===== src/rtl/medidor_faixa_multi_pkg.sv =====
// Shared types and helpers for the multi-channel ultrasonic range meter.
package medidor_pkg;

  localparam int unsigned BcdW = 12;

  typedef enum logic [3:0] {
    StInicial    = 4'd0,
    StPrepara    = 4'd1,
    StTrigger    = 4'd2,
    StEsperaEcho = 4'd3,
    StMede       = 4'd4,
    StArmazena   = 4'd5,
    StGuarda     = 4'd6,
    StFim        = 4'd7
  } estado_e;

  // Packed BCD keeps numeric order, so a plain unsigned compare suffices.
  function automatic logic bcd_le(input logic [BcdW-1:0] a, input logic [BcdW-1:0] b);
    return a <= b;
  endfunction

  function automatic logic [BcdW-1:0] to_bcd(input int unsigned v);
    logic [3:0] c, d, u;
    c = 4'((v / 100) % 10);
    d = 4'((v / 10) % 10);
    u = 4'(v % 10);
    return {c, d, u};
  endfunction

endpackage


===== src/rtl/medidor_faixa_multi_if.sv =====
// Sensor pins, limits and results of the range meter bundled as one port.
interface medidor_faixa_multi_if
  import medidor_pkg::*;
#(
  parameter int unsigned N_CH = 2
);
  logic                 medir;
  logic                 continuo;
  logic [BcdW*N_CH-1:0] lower;
  logic [BcdW*N_CH-1:0] upper;
  logic [N_CH-1:0]      echo;
  logic [N_CH-1:0]      trigger;
  logic [BcdW*N_CH-1:0] medida;
  logic [N_CH-1:0]      dentro;
  logic [N_CH-1:0]      timeout;
  logic                 pronto;
  logic                 ocupado;
  logic [3:0]           db_estado;

  modport master (
    output medir, continuo, lower, upper, echo,
    input  trigger, medida, dentro, timeout, pronto, ocupado, db_estado
  );

  modport slave (
    input  medir, continuo, lower, upper, echo,
    output trigger, medida, dentro, timeout, pronto, ocupado, db_estado
  );
endinterface


===== src/rtl/medidor_faixa_multi_contador_bcd_cm.sv =====
// Converts echo-high clocks to centimetres: CmDiv prescaler feeding a 3-digit BCD counter.
module contador_bcd_cm
  import medidor_pkg::*;
#(
  parameter int unsigned CmDiv = 2941,
  parameter int unsigned MaxCm = 400
) (
  input  logic            clk_i,
  input  logic            rst_ni,
  input  logic            clr_i,
  input  logic            en_i,
  output logic [BcdW-1:0] bcd_o,
  output logic            max_o
);

  localparam int unsigned     PreW   = (CmDiv > 1) ? $clog2(CmDiv) : 1;
  localparam logic [PreW-1:0] PreEnd = PreW'(CmDiv - 1);
  localparam logic [BcdW-1:0] MaxBcd = to_bcd(MaxCm);

  logic [PreW-1:0] pre_q;
  logic [3:0]      d0_q, d1_q, d2_q;

  assign bcd_o = {d2_q, d1_q, d0_q};
  assign max_o = (bcd_o == MaxBcd);

  // Counting freezes at the maximum so a timeout reading is exactly MaxCm.
  always_ff @(posedge clk_i or negedge rst_ni) begin
    if (!rst_ni) begin
      pre_q <= '0;
      d0_q  <= '0;
      d1_q  <= '0;
      d2_q  <= '0;
    end else if (clr_i) begin
      pre_q <= '0;
      d0_q  <= '0;
      d1_q  <= '0;
      d2_q  <= '0;
    end else if (en_i && !max_o) begin
      if (pre_q == PreEnd) begin
        pre_q <= '0;
        if (d0_q == 4'd9) begin
          d0_q <= '0;
          if (d1_q == 4'd9) begin
            d1_q <= '0;
            d2_q <= (d2_q == 4'd9) ? 4'd0 : d2_q + 4'd1;
          end else begin
            d1_q <= d1_q + 4'd1;
          end
        end else begin
          d0_q <= d0_q + 4'd1;
        end
      end else begin
        pre_q <= pre_q + 1'b1;
      end
    end
  end

endmodule


===== src/rtl/medidor_faixa_multi.sv =====
// Round-robin ultrasonic range meter: triggers each sensor in turn, measures the echo in cm
// (BCD) and flags per channel whether the reading lies inside its [lower, upper] window.
module medidor_faixa_multi
  import medidor_pkg::*;
#(
  parameter int unsigned N_CH      = 2,
  parameter int unsigned TRIG_CYC  = 500,
  parameter int unsigned CM_DIV    = 2941,
  parameter int unsigned MAX_CM    = 400,
  parameter int unsigned WAIT_CYC  = 1_500_000,
  parameter int unsigned GUARD_CYC = 500_000
) (
  input logic                  clock,
  input logic                  reset_n,
  medidor_faixa_multi_if.slave bus
);

  localparam int unsigned ChW    = (N_CH > 1) ? $clog2(N_CH) : 1;
  localparam int unsigned CntMax = (WAIT_CYC > GUARD_CYC)
                                   ? ((WAIT_CYC > TRIG_CYC) ? WAIT_CYC : TRIG_CYC)
                                   : ((GUARD_CYC > TRIG_CYC) ? GUARD_CYC : TRIG_CYC);
  localparam int unsigned CntW   = $clog2(CntMax + 1);

  localparam logic [CntW-1:0] TrigEnd  = CntW'(TRIG_CYC - 1);
  localparam logic [CntW-1:0] WaitEnd  = CntW'(WAIT_CYC - 1);
  localparam logic [CntW-1:0] GuardEnd = CntW'(GUARD_CYC - 1);
  localparam logic [ChW-1:0]  LastCh   = ChW'(N_CH - 1);

  estado_e                   state_q;
  logic [ChW-1:0]            ch_q;
  logic [CntW-1:0]           cnt_q;
  logic [N_CH-1:0]           trigger_q;
  logic                      baixo_q;
  logic                      tmo_q;
  logic [N_CH-1:0][BcdW-1:0] medida_q;
  logic [N_CH-1:0]           dentro_q;
  logic [N_CH-1:0]           timeout_q;

  logic [N_CH-1:0] echo_s1_q, echo_s2_q;
  logic            medir_q, inicio_q;

  logic [N_CH-1:0][BcdW-1:0] lower_v, upper_v;
  logic [N_CH-1:0]           ch_mask;
  logic                      echo_ch;
  logic [BcdW-1:0]           cm_bcd;
  logic                      cm_max;

  always_ff @(posedge clock or negedge reset_n) begin
    if (!reset_n) begin
      echo_s1_q <= '0;
      echo_s2_q <= '0;
      medir_q   <= 1'b0;
      inicio_q  <= 1'b0;
    end else begin
      echo_s1_q <= bus.echo;
      echo_s2_q <= echo_s1_q;
      medir_q   <= bus.medir;
      inicio_q  <= bus.medir & ~medir_q;
    end
  end

  assign lower_v = bus.lower;
  assign upper_v = bus.upper;
  assign echo_ch = echo_s2_q[ch_q];

  always_comb begin
    ch_mask       = '0;
    ch_mask[ch_q] = 1'b1;
  end

  contador_bcd_cm #(
    .CmDiv (CM_DIV),
    .MaxCm (MAX_CM)
  ) u_contador (
    .clk_i  (clock),
    .rst_ni (reset_n),
    .clr_i  (state_q == StPrepara),
    .en_i   (state_q == StMede),
    .bcd_o  (cm_bcd),
    .max_o  (cm_max)
  );

  always_ff @(posedge clock or negedge reset_n) begin
    if (!reset_n) begin
      state_q   <= StInicial;
      ch_q      <= '0;
      cnt_q     <= '0;
      trigger_q <= '0;
      baixo_q   <= 1'b0;
      tmo_q     <= 1'b0;
      medida_q  <= '0;
      dentro_q  <= '0;
      timeout_q <= '0;
    end else begin
      unique case (state_q)
        StInicial: begin
          ch_q <= '0;
          if (inicio_q) state_q <= StPrepara;
        end
        StPrepara: begin
          cnt_q     <= '0;
          baixo_q   <= 1'b0;
          tmo_q     <= 1'b0;
          trigger_q <= ch_mask;
          state_q   <= StTrigger;
        end
        StTrigger: begin
          baixo_q <= baixo_q | ~echo_ch;
          if (cnt_q == TrigEnd) begin
            cnt_q     <= '0;
            trigger_q <= '0;
            state_q   <= StEsperaEcho;
          end else begin
            cnt_q <= cnt_q + 1'b1;
          end
        end
        StEsperaEcho: begin
          // An echo already high when the trigger started must be seen low first.
          if (echo_ch && baixo_q) begin
            state_q <= StMede;
          end else begin
            baixo_q <= baixo_q | ~echo_ch;
            if (cnt_q == WaitEnd) begin
              tmo_q   <= 1'b1;
              state_q <= StArmazena;
            end else begin
              cnt_q <= cnt_q + 1'b1;
            end
          end
        end
        StMede: begin
          if (cm_max) begin
            tmo_q   <= 1'b1;
            state_q <= StArmazena;
          end else if (!echo_ch) begin
            state_q <= StArmazena;
          end
        end
        StArmazena: begin
          // Counter holds 000 if the echo never rose and MAX_CM if it saturated.
          medida_q[ch_q]  <= cm_bcd;
          timeout_q[ch_q] <= tmo_q;
          dentro_q[ch_q]  <= !tmo_q && bcd_le(lower_v[ch_q], cm_bcd)
                             && bcd_le(cm_bcd, upper_v[ch_q]);
          cnt_q           <= '0;
          state_q         <= StGuarda;
        end
        StGuarda: begin
          if (cnt_q == GuardEnd) begin
            cnt_q <= '0;
            if (ch_q == LastCh) begin
              state_q <= StFim;
            end else begin
              ch_q    <= ch_q + 1'b1;
              state_q <= StPrepara;
            end
          end else begin
            cnt_q <= cnt_q + 1'b1;
          end
        end
        StFim: begin
          ch_q    <= '0;
          state_q <= bus.continuo ? StPrepara : StInicial;
        end
        default: state_q <= StInicial;
      endcase
    end
  end

  assign bus.trigger   = trigger_q;
  assign bus.medida    = medida_q;
  assign bus.dentro    = dentro_q;
  assign bus.timeout   = timeout_q;
  assign bus.pronto    = (state_q == StFim);
  assign bus.ocupado   = (state_q != StInicial);
  assign bus.db_estado = state_q;

endmodule


===== src/flat_wrapper.sv =====
// flat-port wrapper written by rule: the top's interface ports become plain ports
module medidor_faixa_multi_flat import medidor_pkg::*;
#(
  parameter int unsigned N_CH      = 2,
  parameter int unsigned TRIG_CYC  = 500,
  parameter int unsigned CM_DIV    = 2941,
  parameter int unsigned MAX_CM    = 400,
  parameter int unsigned WAIT_CYC  = 1_500_000,
  parameter int unsigned GUARD_CYC = 500_000
)
  (clock, reset_n, bus_medir, bus_continuo, bus_lower, bus_upper, bus_echo, bus_trigger, bus_medida, bus_dentro, bus_timeout, bus_pronto, bus_ocupado, bus_db_estado);
  medidor_faixa_multi_if #(.N_CH(N_CH)) bus_i ();
  input logic clock;
  input logic reset_n;
  input wire logic [$bits(bus_i.medir)-1:0] bus_medir;
  input wire logic [$bits(bus_i.continuo)-1:0] bus_continuo;
  input wire logic [$bits(bus_i.lower)-1:0] bus_lower;
  input wire logic [$bits(bus_i.upper)-1:0] bus_upper;
  input wire logic [$bits(bus_i.echo)-1:0] bus_echo;
  output wire logic [$bits(bus_i.trigger)-1:0] bus_trigger;
  output wire logic [$bits(bus_i.medida)-1:0] bus_medida;
  output wire logic [$bits(bus_i.dentro)-1:0] bus_dentro;
  output wire logic [$bits(bus_i.timeout)-1:0] bus_timeout;
  output wire logic [$bits(bus_i.pronto)-1:0] bus_pronto;
  output wire logic [$bits(bus_i.ocupado)-1:0] bus_ocupado;
  output wire logic [$bits(bus_i.db_estado)-1:0] bus_db_estado;
  assign bus_i.medir = bus_medir;
  assign bus_i.continuo = bus_continuo;
  assign bus_i.lower = bus_lower;
  assign bus_i.upper = bus_upper;
  assign bus_i.echo = bus_echo;
  assign bus_trigger = bus_i.trigger;
  assign bus_medida = bus_i.medida;
  assign bus_dentro = bus_i.dentro;
  assign bus_timeout = bus_i.timeout;
  assign bus_pronto = bus_i.pronto;
  assign bus_ocupado = bus_i.ocupado;
  assign bus_db_estado = bus_i.db_estado;
  medidor_faixa_multi #(.N_CH(N_CH), .TRIG_CYC(TRIG_CYC), .CM_DIV(CM_DIV), .MAX_CM(MAX_CM), .WAIT_CYC(WAIT_CYC), .GUARD_CYC(GUARD_CYC)) u_core (.clock(clock), .reset_n(reset_n), .bus(bus_i));
endmodule

===== config.mk =====
export PLATFORM = sky130hd
export DESIGN_NAME = medidor_faixa_multi_flat
export DESIGN_NICKNAME = d
export VERILOG_FILES = /design/src/rtl/medidor_faixa_multi_pkg.sv /design/src/rtl/medidor_faixa_multi_if.sv /design/src/rtl/medidor_faixa_multi_contador_bcd_cm.sv /design/src/rtl/medidor_faixa_multi.sv /design/src/flat_wrapper.sv
export SDC_FILE = /design/constraint.sdc
export NUM_CORES = 1
export LEC_CHECK = 0
export CORE_MARGIN = 2
export CORE_UTILIZATION = 49
export DETAILED_ROUTE_END_ITERATION = 12
export HOLD_SLACK_MARGIN = 0.05
export PLACE_DENSITY = 0.84
export SLEW_MARGIN = 10
export SYNTH_ARGS = -nofsm -noshare
export SYNTH_HDL_FRONTEND = slang
export SYNTH_SLANG_ARGS = --single-unit

===== constraint.sdc =====
create_clock -name clock -period 3.04 [get_ports clock]
set_input_delay 0.608 -clock clock [delete_from_list [all_inputs] [get_ports clock]]
set_output_delay 0.608 -clock clock [all_outputs]
set_load 0.05 [all_outputs]

==> flow_summary.json <==
{
  "initial_core_util_pct": 50.6,
  "num_io_pins": 90,
  "area_of_the_core_um2": 10400,
  "synth-seq-cells": 87,
  "synth.cell_area_um2": 5250,
  "gp_congestion": 0.886,
  "clk_transition_reported_paths_ps": 90,
  "areaGrowthSynthToFinish_pct": 25.5,
  "worst_ir_drop_vdd_mv": 0.223,
  "nets": 743,
  "tritoncts": "built",
  "report.final.slew_viol_count": 0,
  "die_w_um": 107,
  "drt-vias-per-instance": 6.00,
  "share_of_the_clock_period_used_by_the_worst_path_after_layout_pct": 92.6,
  "worst_pin_slew_ps": 974,
  "clock_tree_root": "sky130_fd_sc_hd__clkbuf_8",
  "critical_path.startpoint_type": "flip-flop",
  "vias": 4761,
  "cts_hold_repair.buffers": 0,
  "synth_top_area_share_pct": 41.5,
  "num-fill-cells": 828,
  "final.setup.worst_slack_ps": 225,
  "maximum_clock_frequency_ghz": 0.355,
  "num_rows": 37,
  "setup_violation_total_in_the_final_timing_report": 0,
  "critical_path.max_fanout": 14,
  "synth.net_count": 644,
  "rsz0062_at_grt": "false",
  "outcome": "complete, no violations",
  "cts_repair_resize_count": 0,
  "grt_pass1_vias": 4616,
  "chipHeight_um": 107,
  "pwr_density_cell_nw_per_um2": 328,
  "die-area_um2": 11500,
  "final_period_demand_of_the_worst_path_ps": 2810,
  "synth.area.top_cells": "sky130_fd_sc_hd__dfrtp_1, sky130_fd_sc_hd__ha_1, sky130_fd_sc_hd__mux2_2, sky130_fd_sc_hd__nand2_1, sky130_fd_sc_hd__o21ai_0",
  "buffer_ports.inserted": 88,
  "cp_data_required_time_ps": 3310,
  "num_cts_buffers": 9,
  "yosysWarnings": 0,
  "routedWlPerCell_um": 17.3,
  "drt_wl_total_um": 13800,
  "power_leakage_nw": 2.85,
  "grt.total_usage_pct": 24.3,
  "fin_tns_setup_ps": 0,
  "hpwl_after_detailed_placement_um": 10300,
  "max_cap_viol_count": 0,
  "yosysTopAreaCell": "sky130_fd_sc_hd__dfrtp_1",
  "clock_tree.htree_level_count": 3,
  "number_of_clock_sinks": 87,
  "final-hold-violation-count": 0,
  "async_reset_ff_share_pct": 100,
  "number_of_buffers_between_clock_root_and_the_deepest_sink": 2,
  "post_synth_inst_count": 554,
  "worst_setup_path_end_kind": "flip-flop",
  "grt_pass1_wl_um": 22100,
  "pre_cts_ws_ps": 154,
  "criticalPathCategory": "flip-flop to flip-flop",
  "synth.yosys.seq_area_share_pct": 41.5,
  "maxSlewHeadroom_pct": 34.6,
  "drc": 0,
  "number_of_flops_mapped_to_enable_cells_by_yosys": 0,
  "finalClockSkew_ps": 13.2,
  "post-layout-total-power_mw": 2.16,
  "source_to_sink_clock_delay_at_the_later_pin_of_the_worst_skew_pair_ps": 380,
  "drt_pass1_iterations": 4,
  "grt-ovfl-total": 0,
  "drive_gt1_share_pct": 11.4,
  "cts_setup_buffers": 0,
  "grt_start_max_net_pins": 88,
  "mostFrequentLayoutCells": "sky130_fd_sc_hd__clkdlybuf4s50_1, sky130_fd_sc_hd__dfrtp_1, sky130_fd_sc_hd__nand2_1",
  "antenna_found_initial": 0,
  "cp.arrival_ps": 3080,
  "syn-mean-instance-area_um2": 9.47,
  "dominantRegCellSynth": "sky130_fd_sc_hd__dfrtp_1",
  "num_antenna_cells": 0,
  "drt_iter0_markers": 303,
  "timing.hold.worst.class": "primary input to async pin",
  "drt.antenna.violating_nets": 0,
  "yosysUniqueCellTypes": 66
}
-- flip-flops by register name, summed over array words and instances, names as in the netlist --
| name | flops |
|---|---|
| u_core.u_contador.d1_q | 4 |
| u_core.u_contador.d0_q | 4 |
| u_core.tmo_q | 1 |
| u_core.bus.db_estado | 3 |
| u_core.u_contador.pre_q | 12 |
| u_core.bus.timeout | 2 |
| u_core.medir_q | 1 |
| u_core.u_contador.d2_q | 4 |
| u_core.bus.trigger | 2 |
| u_core.baixo_q | 1 |
| u_core.echo_s2_q | 2 |
| u_core.bus.dentro | 2 |
| u_core.bus.medida | 24 |
| u_core.echo_s1_q | 2 |
| u_core.ch_q | 1 |
| u_core.inicio_q | 1 |
| u_core.cnt_q | 21 |
-- path summary, 6_finish.rpt --
path | start | endpoint | slack [ps] | depth (start not counted)
min | reset_n | u_core.bus.medida[17] | 250 | 2
max reg2reg | u_core.cnt_q[0] | u_core.cnt_q[5] | 230 | 7
max in group asynchronous | reset_n | u_core.bus.medida[4] | 2420 | 2
min in group clock | u_core.echo_s1_q[1] | u_core.echo_s2_q[1] | 350 | 0
max | u_core.cnt_q[0] | u_core.cnt_q[5] | 230 | 7
min reg2reg | u_core.echo_s1_q[1] | u_core.echo_s2_q[1] | 350 | 0
-- synthesized netlist by cell type, types with 6 or more instances --
library cell	instances
sky130_fd_sc_hd__nor3_1	14
sky130_fd_sc_hd__nand2_1	53
sky130_fd_sc_hd__nor2_1	39
sky130_fd_sc_hd__o21ai_0	35
sky130_fd_sc_hd__mux2_2	26
sky130_fd_sc_hd__nor4_1	7
sky130_fd_sc_hd__nand4_1	16
sky130_fd_sc_hd__and3_1	6
sky130_fd_sc_hd__or3_1	6
sky130_fd_sc_hd__o21ai_1	9
sky130_fd_sc_hd__inv_1	27
sky130_fd_sc_hd__ha_1	36
sky130_fd_sc_hd__nor2b_1	6
sky130_fd_sc_hd__clkbuf_1	14
sky130_fd_sc_hd__mux2i_1	16
sky130_fd_sc_hd__nand2b_1	6
sky130_fd_sc_hd__a21oi_1	26
sky130_fd_sc_hd__a22o_1	7
sky130_fd_sc_hd__or4_1	7
sky130_fd_sc_hd__nand3_1	22
sky130_fd_sc_hd__dfrtp_1	87
-- final cells by class --
class                   count  area (um2)  area share, %
clock buffers              12         155           2.36
clock inverters             4        53.8          0.817
inverters                  28         105           1.60
multi-input cells         419        2870           43.6
flip-flops and latches     87        2180           33.1
well taps                 136         170           2.58
repair buffers            108        1050           16.0
-- where the power goes --
part	internal [mW]	leakage, nW	switching [mW]
combinational	0.0867	1.58	0.0597
sequential	1.16	1.17	0.000931
clock	0.426	0.0988	0.428
total	1.67	2.85	0.489
-- critical path, stage by stage, from the launching register on --
cell and delay [ps]:
sky130_fd_sc_hd__dfrtp_1 410, sky130_fd_sc_hd__ha_1 220, sky130_fd_sc_hd__nand3_2 200, sky130_fd_sc_hd__or4_4 650
sky130_fd_sc_hd__nor4_4 340, sky130_fd_sc_hd__or3_2 360, sky130_fd_sc_hd__nor2_1 250, sky130_fd_sc_hd__a22o_1 280
-- kinds of logic (layout without fill, tap and decap cells) --
logic type / Yosys count / after routing / synth area share (%)
compound gates: 121 / 121 / 14.6
xor+xnor: 8 / 8 / 1.34
fa+ha+maj: 36 / 36 / 8.59
buf+inv: 48 / 152 / 3.77
flops: 87 / 87 / 41.5
mux: 42 / 42 / 8.64
other cells: 1 / 1 / 0.0715
simple gates: 211 / 211 / 21.5
-- layer usage --
metal / share of wire [%] / up-vias / global-route usage (%)
met5: 0 / - / 0
met4: 2.5 / 0 / 10.4
met3: 6.2 / 31 / 4.54
met2: 48 / 174 / 40.0
met1: 43 / 2327 / 31.4
li1: - / 2229 / -
-- per-stage QoR --
stage / hold WS, ps / cell area, um2 / std cells / util (%)
2_1_floorplan: 312 / 5250 / 554 / -
3_3_place_gp: 336 / 6380 / 778 / 61.5
3_5_place_dp: 336 / 6380 / 778 / 61.5
4_1_cts: 284 / 6590 / 794 / 63.5
5_1_grt: 287 / 6590 / 794 / 63.5
6_report: 250 / 6590 / 794 / 63.5
Power figures use the tool's default switching activity.
